`src/rtl/lfsr_tap_selector.sv`:
```
// lfsr_tap_selector
// Collects NUM_GROUPS*GROUP_SIZE LFSR tap positions from a stream of random
// bytes. A candidate is rejected when it is zero, not below SIZE, or already
// present in the group currently being filled. Once every slot is filled, one
// fixup step can force SIZE-1 into slot 0. The set is then held with done high
// until res or start clears it.
module lfsr_tap_selector #(
    parameter int NUM_GROUPS = 5,
    parameter int GROUP_SIZE = 3,
    parameter int SIZE       = 32,
    parameter int TAP_W      = 8,
    parameter int FORCE_MAX  = 1
) (
    input  logic                                    clk,
    input  logic                                    res,
    input  logic                                    ena,
    input  logic                                    start,
    input  logic                                    take,
    input  logic [7:0]                              din,
    output logic [NUM_GROUPS*GROUP_SIZE*TAP_W-1:0]  taps,
    output logic                                    done,
    output logic                                    busy,
    output logic [15:0]                             rej_cnt
);

    localparam int NUM_TAPS = NUM_GROUPS * GROUP_SIZE;
    localparam int IDX_W    = $clog2(SIZE);
    localparam int CNT_W    = $clog2(NUM_TAPS + 1);

    localparam logic [IDX_W:0]   SIZE_EXT = (IDX_W + 1)'(SIZE);
    localparam logic [IDX_W-1:0] MAX_TAP  = IDX_W'(SIZE - 1);
    localparam logic [CNT_W-1:0] LAST_IDX = CNT_W'(NUM_TAPS - 1);

    localparam logic [1:0] ST_COLLECT = 2'd0;
    localparam logic [1:0] ST_FIXUP   = 2'd1;
    localparam logic [1:0] ST_DONE    = 2'd2;

    // The duplicate and "SIZE-1 present" checks compare every slot in
    // parallel, so the slots are kept in registers rather than in a RAM.
    logic [IDX_W-1:0] slot_reg [NUM_TAPS];
    logic [CNT_W-1:0] count_reg, count_next;
    logic [1:0]       state_reg, state_next;
    logic [15:0]      rej_reg, rej_next;

    logic             clear;
    logic [IDX_W-1:0] cand;
    logic             cand_ok;
    logic [CNT_W-1:0] group_base;
    logic [NUM_TAPS-1:0] dup_bits;
    logic [NUM_TAPS-1:0] max_bits;

    logic             slot_we;
    logic [CNT_W-1:0] slot_widx;
    logic [IDX_W-1:0] slot_wval;

    // Only the low IDX_W bits of din form the candidate.
    logic unused_din_bits;
    assign unused_din_bits = ^din;

    assign clear = res | start;
    assign cand  = din[IDX_W-1:0];

    // Group currently being filled starts at the last multiple of GROUP_SIZE.
    always_comb begin
        group_base = CNT_W'((int'(count_reg) / GROUP_SIZE) * GROUP_SIZE);
    end

    generate
        for (genvar gi = 0; gi < NUM_TAPS; gi++) begin : g_slot
            // A slot blocks the candidate only if it is filled and in the current group.
            assign dup_bits[gi] = (CNT_W'(gi) >= group_base) &&
                                  (CNT_W'(gi) < count_reg) &&
                                  (slot_reg[gi] == cand);
            // Unfilled slots hold 0 and MAX_TAP >= 1, so they never match.
            assign max_bits[gi] = (slot_reg[gi] == MAX_TAP);

            assign taps[(gi+1)*TAP_W-1 -: TAP_W] = TAP_W'(slot_reg[gi]);

            // Slot storage: cleared on res/start, written on accept or fixup.
            always_ff @(posedge clk) begin
                if (clear) begin
                    slot_reg[gi] <= '0;
                end else if (slot_we && (slot_widx == CNT_W'(gi))) begin
                    slot_reg[gi] <= slot_wval;
                end
            end
        end
    endgenerate

    assign cand_ok = (cand != '0) && ({1'b0, cand} < SIZE_EXT) && (dup_bits == '0);

    // Decide accept/reject/fixup and the next state for an enabled edge.
    always_comb begin
        state_next = state_reg;
        count_next = count_reg;
        rej_next   = rej_reg;
        slot_we    = 1'b0;
        slot_widx  = count_reg;
        slot_wval  = cand;
        if (ena) begin
            case (state_reg)
                ST_COLLECT: begin
                    if (take) begin
                        if (cand_ok) begin
                            slot_we    = 1'b1;
                            count_next = count_reg + 1'b1;
                            if (count_reg == LAST_IDX) begin
                                state_next = ST_FIXUP;
                            end
                        end else if (rej_reg != 16'hFFFF) begin
                            rej_next = rej_reg + 16'd1;
                        end
                    end
                end
                ST_FIXUP: begin
                    if ((FORCE_MAX != 0) && (max_bits == '0)) begin
                        slot_we   = 1'b1;
                        slot_widx = '0;
                        slot_wval = MAX_TAP;
                    end
                    state_next = ST_DONE;
                end
                ST_DONE: begin
                    state_next = ST_DONE;
                end
                default: begin
                    state_next = ST_COLLECT;
                end
            endcase
        end
    end

    // Control registers; res and start both restart collection regardless of ena.
    always_ff @(posedge clk) begin
        if (clear) begin
            state_reg <= ST_COLLECT;
            count_reg <= '0;
            rej_reg   <= '0;
        end else begin
            state_reg <= state_next;
            count_reg <= count_next;
            rej_reg   <= rej_next;
        end
    end

    assign done    = (state_reg == ST_DONE);
    assign busy    = (state_reg != ST_DONE);
    assign rej_cnt = rej_reg;

endmodule

```
`config.mk`:
```
export PLATFORM = sky130hd
export DESIGN_NAME = lfsr_tap_selector
export DESIGN_NICKNAME = d
export VERILOG_FILES = /design/src/rtl/lfsr_tap_selector.sv
export SDC_FILE = /design/constraint.sdc
export NUM_CORES = 1
export LEC_CHECK = 0
export CORE_ASPECT_RATIO = 1.25
export CORE_MARGIN = 4
export CORE_UTILIZATION = 53
export DETAILED_ROUTE_END_ITERATION = 16
export DONT_BUFFER_PORTS = 1
export GPL_ROUTABILITY_DRIVEN = 0
export PLACE_DENSITY = 0.68
export SLEW_MARGIN = 10
export SYNTH_ARGS = -nofsm -noshare
export SYNTH_HDL_FRONTEND = slang
export SYNTH_SLANG_ARGS = --single-unit
export TNS_END_PERCENT = 10
```
`constraint.sdc`:
```
create_clock -name clk -period 13 [get_ports clk]
set_input_delay 2.6 -clock clk [delete_from_list [all_inputs] [get_ports clk]]
set_output_delay 2.6 -clock clk [all_outputs]
set_load 0.05 [all_outputs]
```
==> impl_metrics.env <==
export IMPL_min_period_ps=6360
export IMPL_post_cts_buffers=0
export IMPL_largest_register_ffs=75
export IMPL_wire_per_inst_um=22.4
export IMPL_fin_nets=633
export IMPL_syn_area_per_cell_sq_um=9.88
export IMPL_die_y_um=129
export IMPL_final_cells=741
export IMPL_status="completed"
export IMPL_min_period_over_period_pct=48.9
export IMPL_clock_fmax_ghz=0.157
export IMPL_clk_pin_slew_ps=70
export IMPL_grt_use_total_pct=24.8
export IMPL_max_cap_violations=0
export IMPL_hold_path_class="flip-flop to flip-flop"
export IMPL_synth_area_sq_um=6170
export IMPL_antenna_cells=0
export IMPL_antenna_found_initial=0
export IMPL_synth_edff_count=75
export IMPL_ant_nets=0
export IMPL_ys_types=51
export IMPL_ys_async_sr_fraction_pct=0
export IMPL_intPower_uw=528
export IMPL_cp_start_kind="flip-flop"
export IMPL_setup_viol=0
export IMPL_vias=4661
export IMPL_grt_pass1_vias=4588
export IMPL_cts_tree="yes"
export IMPL_rsz0062_at_grt="no"
export IMPL_drc=0
export IMPL_drv_slew=0
export IMPL_utilization_pct=55.6
export IMPL_ys_warn_count=0
export IMPL_worst_pin_slew_ps=1130
export IMPL_dieArea_sq_um=13400
export IMPL_clock_power_share_pct=38.0
export IMPL_ys_seq_elements=97
export IMPL_slew_headroom_pct=24.1
export IMPL_powerDensity_nw_per_um2=119
export IMPL_leakagePower_uw=0.00231
export IMPL_combPwrFrac_pct=9.2
export IMPL_placedCellCount=725
export IMPL_first_pass_iters=5
export IMPL_startpoint="count_reg[2]"
export IMPL_pin_count=151
export IMPL_clock_sinks=97
export IMPL_die_x_um=104
export IMPL_worst_setup_path_type="flip-flop to flip-flop"
export IMPL_io_buffers=0
export IMPL_fillers=996
export IMPL_swShare_pct=29.0
export IMPL_timing_rr_start="count_reg[2]"
export IMPL_hold_viol_final=0
export IMPL_ir_drop_mv=0.0767
export IMPL_grt_max_degree=28
export IMPL_drt_wl_total_um=16600
export IMPL_required_ps=12970
export IMPL_post_cts_resized=0
export IMPL_grt_pass1_wl_um=25800
export IMPL_synth_flop_cell="edfxtp_1"
export IMPL_cp_arrival_ps=6320
export IMPL_area_growth_pct=1.46
export IMPL_end_kind="flip-flop"
export IMPL_cts_hold_fix_buffers=0
export IMPL_switching_power_uw=215
export IMPL_hold_start="state_reg[0]"
export IMPL_final_common_cell="nor2_1"
export IMPL_initial_core_util_pct=54.8
export IMPL_cts_buffers_inserted=9
export IMPL_drive_above_1_share_pct=4.46
export IMPL_gr_total_overflow=0
export IMPL_crit_fanout=19
export IMPL_vias_per_cell=6.29
export IMPL_yosysSeqAreaShare_pct=43.7
export IMPL_endpoint="slot_reg[1][20]"
export IMPL_core_area_sq_um=11200
export IMPL_tns_ps=0
export IMPL_rr_worst_depth=19
export IMPL_clkLatencyLatePin_ps=350
export IMPL_dp_hpwl_um=12000
export IMPL_netlist_instances=624
export IMPL_final_area_sq_um=6260
export IMPL_cts_root_buf="clkbuf_16"
export IMPL_clock_path_buffers=2
export IMPL_rows=43
export IMPL_seq_power_share_pct=52.8
export IMPL_worst_r2r_endpoint="slot_reg[1][20]"
export IMPL_placed_cell_area_sq_um=5950
export IMPL_final_setup_skew_ps=10.5
export IMPL_final_cell_mix="86 x nor2_1, 75 x edfxtp_1, 45 x conb_1"
export IMPL_reg2reg_setup_slack_ps=6640
export IMPL_cts_htree_levels=3
export IMPL_drt_iter0_drc=315
stage by stage:
stage | power [uW] | hold WS [ps] | worst slack (ps)
2_1_floorplan | 474 | 525 | 7490
3_3_place_gp | 466 | 546 | 6900
3_5_place_dp | 468 | 552 | 6800
4_1_cts | 744 | 568 | 6770
5_1_grt | 763 | 577 | 6110
6_report | 744 | 564 | 6640
Yosys cell counts, types with 6 or more instances:
library cell   n  area, sq um
a21oi_1       16         80.1
and3_1        20          125
buf_4         53          398
buf_6          8         90.1
clkbuf_1      13         48.8
dfxtp_1       22          440
edfxtp_1      75         2250
ha_1          19          238
inv_1         19         71.3
nand2_1       27          101
nand3_1       38          190
nand4_1       12         75.1
nor2_1        86          323
nor3_1         7         35.0
nor4_1         8         50.1
o211ai_1       6         45.0
o21ai_0       15         75.1
o31ai_1       19          143
or3_1         17          106
or4_1          9         67.6
xnor2_1       35          307
xor2_1        44          385
power groups by stage:
stage / registers [uW] / clock network [uW] / logic [uW]
finish: 393 / 282 / 68.5
global route: 394 / 295 / 73.2
CTS: 393 / 283 / 68.1
detailed placement: 400 / 0 / 67.8
global placement: 399 / 0 / 67.0
floorplan: 395 / 0 / 79.2
per-layer routing:
metal	vias to the layer above	track usage, %	share of wire (%)	wire length, um
met5	-	0	0	0
met4	0	13.7	3.7	619
met3	47	6.72	9.2	1530
met2	249	41.9	50	8310
met1	2264	28.9	37	6130
li1	2101	-	-	-
worst max-delay path, cell delays in order, from the launching register on:
cell and delay, ps:
dfxtp_1 660, nand2b_4 150, inv_1 160, ha_1 260
inv_1 70, ha_1 270, nand2_1 50, a211oi_1 260
mux2i_1 120, nand2_1 70, o21ai_0 160, ha_1 240
ha_1 210, xor2_2 210, or2_1 230, or4_1 170
nand3_1 90, or4_1 630, or4_1 950, o41ai_1 1010
area by class of cell:
cell class / instances / area, sq um / share of cell area [%]
clock buffer: 10 / 229 / 3.66
timing repair buffer: 1 / 7.51 / 0.120
inverter: 19 / 71.3 / 1.14
sequential: 97 / 2690 / 43.0
clock inverter: 6 / 81.3 / 1.30
tap: 135 / 169 / 2.70
multi-input combinational: 473 / 3010 / 48.1
worst min-delay path by stage:
stage | end | slack, ps | cells after the start
6_report | state_reg[0] | 560 | 1
3_5_place_dp | state_reg[0] | 550 | 1
2_1_floorplan | state_reg[0] | 530 | 1
4_1_cts | state_reg[0] | 570 | 1
5_1_grt | state_reg[0] | 580 | 1
3_3_place_gp | state_reg[0] | 550 | 1
cells by family (layout without fill, tap and decap cells):
| logic type | after synthesis | count (layout) | share of synthesized area (%) |
|---|---|---|---|
| fa+ha+maj | 19 | 19 | 3.85 |
| buf+inv | 98 | 36 | 10.3 |
| other cells | 1 | 45 | 0.0608 |
| xor+xnor | 80 | 80 | 11.5 |
| mux | 2 | 2 | 0.325 |
| simple gates | 237 | 237 | 19.0 |
| flops | 97 | 97 | 43.7 |
| compound gates | 90 | 90 | 11.3 |
Note: power is estimated with default switching activity, not from simulation.
